## src/rtl/ins_prefetch_unit.sv

```systemverilog
//------------------------------------------------------------------------------
// Module   : ins_prefetch_unit
// Purpose  : Instruction fetch stage with a prefetch queue and redirect/flush.
// Revision : 1.0 - initial release
//------------------------------------------------------------------------------
`default_nettype none

module ins_prefetch_unit #(
    parameter int                   BUS_WIDTH    = 32,
    parameter logic [BUS_WIDTH-1:0] PC_INCREMENT = BUS_WIDTH'(1),
    parameter int                   QUEUE_DEPTH  = 4,
    parameter logic [BUS_WIDTH-1:0] RESET_PC     = '0
) (
    input  logic                         clock,
    input  logic                         reset,
    input  logic                         redirect_in,
    input  logic [BUS_WIDTH-1:0]         redirect_pc_in,
    input  logic                         freeze_pc_in,
    output logic                         imem_req_out,
    output logic [BUS_WIDTH-1:0]         imem_addr_out,
    input  logic                         imem_valid_in,
    input  logic [BUS_WIDTH-1:0]         imem_data_in,
    output logic                         ins_valid_out,
    input  logic                         ins_ready_in,
    output logic [BUS_WIDTH-1:0]         ins_out,
    output logic [BUS_WIDTH-1:0]         npc_out,
    output logic [$clog2(QUEUE_DEPTH):0] queue_count_out
);

    localparam int          PW      = $clog2(QUEUE_DEPTH);
    localparam int          CW      = PW + 1;
    localparam logic [CW:0] DEPTH_C = (CW+1)'(QUEUE_DEPTH);

    logic [BUS_WIDTH-1:0] fetch_pc_q, fetch_pc_d;
    logic [BUS_WIDTH-1:0] q_data_q [QUEUE_DEPTH];
    logic [BUS_WIDTH-1:0] q_npc_q  [QUEUE_DEPTH];
    logic [BUS_WIDTH-1:0] fl_addr_q[QUEUE_DEPTH];
    logic [PW-1:0]        q_rd_q, q_wr_q, fl_rd_q, fl_wr_q;
    logic [CW-1:0]        count_q, count_d;
    logic [CW-1:0]        outst_q, outst_d;
    logic [CW-1:0]        discard_q, discard_d;

    logic issue, push, pop, head_valid;

    // Credit counts both queued words and words still in flight, so a push never overflows.
    assign issue      = !reset && !freeze_pc_in && !redirect_in
                        && (({1'b0, count_q} + {1'b0, outst_q}) < DEPTH_C);
    assign head_valid = (count_q != '0);
    assign push       = imem_valid_in && (discard_q == '0) && !redirect_in;
    assign pop        = head_valid && ins_ready_in && !redirect_in;

    always_comb begin
        fetch_pc_d = fetch_pc_q;
        if (redirect_in) begin
            fetch_pc_d = redirect_pc_in;
        end else if (issue) begin
            fetch_pc_d = fetch_pc_q + PC_INCREMENT;
        end

        count_d = count_q + CW'(push) - CW'(pop);
        if (redirect_in) begin
            count_d = '0;
        end

        outst_d = outst_q + CW'(issue) - CW'(imem_valid_in);

        // The response arriving in the redirect cycle is already dropped, so it is not counted.
        discard_d = discard_q;
        if (redirect_in) begin
            discard_d = outst_q - CW'(imem_valid_in);
        end else if (imem_valid_in && (discard_q != '0)) begin
            discard_d = discard_q - CW'(1);
        end
    end

    always_ff @(posedge clock) begin
        if (reset) begin
            fetch_pc_q <= RESET_PC;
            count_q    <= '0;
            outst_q    <= '0;
            discard_q  <= '0;
            q_rd_q     <= '0;
            q_wr_q     <= '0;
            fl_rd_q    <= '0;
            fl_wr_q    <= '0;
        end else begin
            fetch_pc_q <= fetch_pc_d;
            count_q    <= count_d;
            outst_q    <= outst_d;
            discard_q  <= discard_d;
            if (issue) begin
                fl_wr_q <= fl_wr_q + PW'(1);
            end
            if (imem_valid_in) begin
                fl_rd_q <= fl_rd_q + PW'(1);
            end
            if (redirect_in) begin
                q_rd_q <= '0;
                q_wr_q <= '0;
            end else begin
                if (push) begin
                    q_wr_q <= q_wr_q + PW'(1);
                end
                if (pop) begin
                    q_rd_q <= q_rd_q + PW'(1);
                end
            end
        end
    end

    // Storage needs no reset: occupancy and pointers decide what is visible.
    always_ff @(posedge clock) begin
        if (issue) begin
            fl_addr_q[fl_wr_q] <= fetch_pc_q;
        end
        if (push && !reset) begin
            q_data_q[q_wr_q] <= imem_data_in;
            q_npc_q[q_wr_q]  <= fl_addr_q[fl_rd_q] + PC_INCREMENT;
        end
    end

    assign imem_req_out    = issue;
    assign imem_addr_out   = reset ? '0 : fetch_pc_q;
    assign ins_valid_out   = !reset && head_valid;
    assign ins_out         = ins_valid_out ? q_data_q[q_rd_q] : '0;
    assign npc_out         = ins_valid_out ? q_npc_q[q_rd_q]  : '0;
    assign queue_count_out = reset ? '0 : count_q;

endmodule

`default_nettype wire

```

## config.mk

```make
export PLATFORM = sky130hd
export DESIGN_NAME = ins_prefetch_unit
export DESIGN_NICKNAME = d
export VERILOG_FILES = /design/src/rtl/ins_prefetch_unit.sv
export SDC_FILE = /design/constraint.sdc
export NUM_CORES = 1
export LEC_CHECK = 0
export ABC_AREA = 1
export ABC_CLOCK_PERIOD_IN_PS = 7000
export CAP_MARGIN = 5
export CORE_AREA = 2 2 261 263
export DETAILED_ROUTE_END_ITERATION = 16
export DIE_AREA = 0 0 263 265
export SLEW_MARGIN = 5
export SYNTH_ARGS = -nofsm -noshare
export SYNTH_HDL_FRONTEND = slang
export SYNTH_SLANG_ARGS = --single-unit
```

## constraint.sdc

```tcl
create_clock -name clock -period 7 [get_ports clock]
set_clock_uncertainty 0.2 [all_clocks]
set_input_delay 1.75 -clock clock [delete_from_list [all_inputs] [get_ports clock]]
set_output_delay 1.75 -clock clock [all_outputs]
set_load 0.02 [all_outputs]
```

==> results_dict.tcl <==
set metrics [dict create \
    status "finished, final reports clean" \
    ctsResizeCount 0 \
    maxSlewHeadroom_pct 39.7 \
    core_area_mm2 0.0668 \
    syn_to_final_growth_pct 20.4 \
    crit_path_start_kind "primary input" \
    max_freq_ghz 0.178 \
    placement.io_buffers 170 \
    met2_wirelength_mm 22.6 \
    syn-cell-area_mm2 0.0198 \
    die_w_um 263 \
    instances_no_fill 3141 \
    post_cts_buffers 0 \
    cts_buffer_depth 3 \
    die-area_mm2 0.0697 \
    synth_edf_count 384 \
    wl_mm 51.3 \
    cp.arrival_ns 3.67 \
    core.rowCount 95 \
    wl_met1_mm 24.0 \
    htree_levels 2 \
    cp-end-kind "primary output" \
    root_buffer "clkbuf_16" \
    routed.top_layer "met5" \
    rsz0062_at_grt "no" \
    via_per_inst 4.65 \
    ys_async_sr_fraction_pct 0 \
    worst_pin_slew_ns 0.905 \
    grt_pass1_wl_mm 79.5 \
    worstSkewPairLatency_ns 0.57 \
    yosys.cell_types.count 31 \
    synth_nets 2173 \
    cts_tree "built" \
    antenna_found_initial 1 \
    synth_top_cell_by_area "edfxtp_1" \
    dr_wl_met3_mm 3.41 \
    final_hold_viol_count 0 \
    die_y_um 265 \
    ys_ff_latch 437 \
    netlist.area_leader.share_pct 58.2 \
    power.density_mw_per_mm2 243 \
    hp-class "reg2reg" \
    synthTopCellsByArea "edfxtp_1, nand2_1, nor2_1, dfxtp_1, o21ai_0" \
    crit_fanout 64 \
    syn_inst 2081 \
    grt.total_usage_pct 14.5 \
    setup_viol 0 \
    nNetsFinal 2325 \
    drc 0 \
    grt_pass1_vias 14087 \
    layout_min_cycle_time_ns 5.62 \
    fin_crit_sh_pct 80.2 \
    hpwl_mm 33.1 \
    drtPass1Iterations 6 \
    yosys_warnings 0 \
    p_leak_nw 8.85 \
    overflow 0 \
    ir_worst_vdd_v 0.000144 \
    drv_cap 0 \
    grt_start_max_net_pins 71 \
    cts_made_buffers 47 \
    io_pins 171 \
    drive_above_1_share_pct 5.82 \
    place_congestion 0.877 \
    tns_ns 0 \
    avgSynthCellArea_um2 9.52 \
    cts.sinks 437 \
    power_mw 5.80 \
    critical_path_class "in2out" \
    ys_seq_area_share_pct 63.5 \
    antenna_left 0 \
    dp_cells 3057 \
    drt_iter0_drc 1153 \
    cp_data_required_time_ns 5.05 \
    clk_pin_slew_ns 0.06 \
    slew_violations 0 \
    vias 14601 \
    layout_setup_ws_ns 1.38 \
    wl_per_cell_um 16.3 \
    num_antenna_cells 0 \
    initial_utilization_pct 29.7 \
    place_ws_ns 1.40 \
    yosys_most_used_dff "edfxtp_1" \
    hold_buffers 0 \
]
## power by group
part | internal, mW | switching, mW | leakage (nW) | total (mW)
clock network | 1.33 | 1.01 | 0.703 | 2.33
logic | 0.167 | 0.337 | 4.23 | 0.504
registers | 2.91 | 0.0515 | 3.92 | 2.97
## worst paths after layout
path	startpoint	end	slack, ns	cells after the start
min reg2reg	fl_rd_q[1]	flip-flop	0.25	1
max reg2reg	flip-flop	q_npc_q[3][31]	3.45	14
min	fl_rd_q[1]	flip-flop	0.25	1
max	reset	ins_out[2]	1.38	6
## sequential cells by signal, summed over array words and instances, names as in the netlist, named ones only
name,cells
fl_wr_q,2
q_data_q,128
fl_rd_q,2
fetch_pc_q,32
q_wr_q,2
fl_addr_q,128
discard_q,3
outst_q,3
q_npc_q,128
count_q,3
q_rd_q,2
## logic make-up (layout without fill, tap and decap cells)
group	count (synthesis)	in the layout	share of synthesized area [%]
AO/OA/AOI/OAI	264	264	6.82
AND/OR/NAND/NOR	1068	1068	21.6
XOR/XNOR	27	27	1.19
adder cells (fa/ha/maj)	22	22	1.46
buffers and inverters	263	450	5.41
flip-flops	437	437	63.5
## synthesized netlist by cell type, drive strengths merged (3+ instances only)
library cell  count
nor3             11
a31oi             8
o211ai            3
clkbuf           47
nand2           519
ha               20
nand4            12
a21oi           100
o21ai           149
nor2            412
dfxtp            53
edfxtp          384
buf              48
inv             168
nand3           110
xor2             26
## final cells by class
| class | instances | area [um^2] |
|---|---|---|
| inverters | 168 | 631 |
| multi-input cells | 1381 | 6200 |
| clock buffers | 60 | 1230 |
| clock inverters | 24 | 194 |
| repair buffers | 198 | 1920 |
| fillers | 6644 | 42900 |
| well taps | 873 | 1090 |
| flip-flops and latches | 437 | 12600 |
## per-stage QoR
| stage | util, % | cell area [um^2] | hold slack [ns] |
|---|---|---|---|
| global route | 35.7 | 23900 | 0.293 |
| floorplan | - | 19800 | 0.212 |
| CTS | 35.7 | 23900 | 0.248 |
| global placement | 33.6 | 22400 | 0.228 |
| detailed placement | 33.6 | 22400 | 0.233 |
| finish | 35.7 | 23900 | 0.248 |
## critical path, stage by stage
cell and delay [ns]:
buf_2 0.11, nor2_1 0.44, inv_2 0.06, buf_4 0.34, a21oi_1 0.27, clkdlybuf4s50_1 0.64
## layer usage
| layer | track usage [%] | vias up |
|---|---|---|
| met2 | 23.0 | 473 |
| met4 | 4.42 | 2 |
| met1 | 20.5 | 6853 |
| met5 | 0 | - |
| li1 | - | 7190 |
| met3 | 2.43 | 83 |
## cells in the final DEF (no fill, tap or decap), types with 3 or more instances in the layout
master and n:
nand2_2 7, nor2_1 390, clkbuf_1 12, nand2_1 512, clkbuf_16 47, nand3_1 110
o21ai_0 148, nor2_2 13, ha_1 20, dfxtp_1 50, o211ai_1 3, inv_6 3
a21oi_1 100, inv_2 4, inv_1 164, nand4_1 12, edfxtp_1 384, nor2_4 9
clkinv_2 9, nor3_1 11, buf_4 27, clkdlybuf4s50_1 169, a31oi_1 8, xor2_1 26
clkinv_1 7
Note: power is estimated with default switching activity, not from simulation.
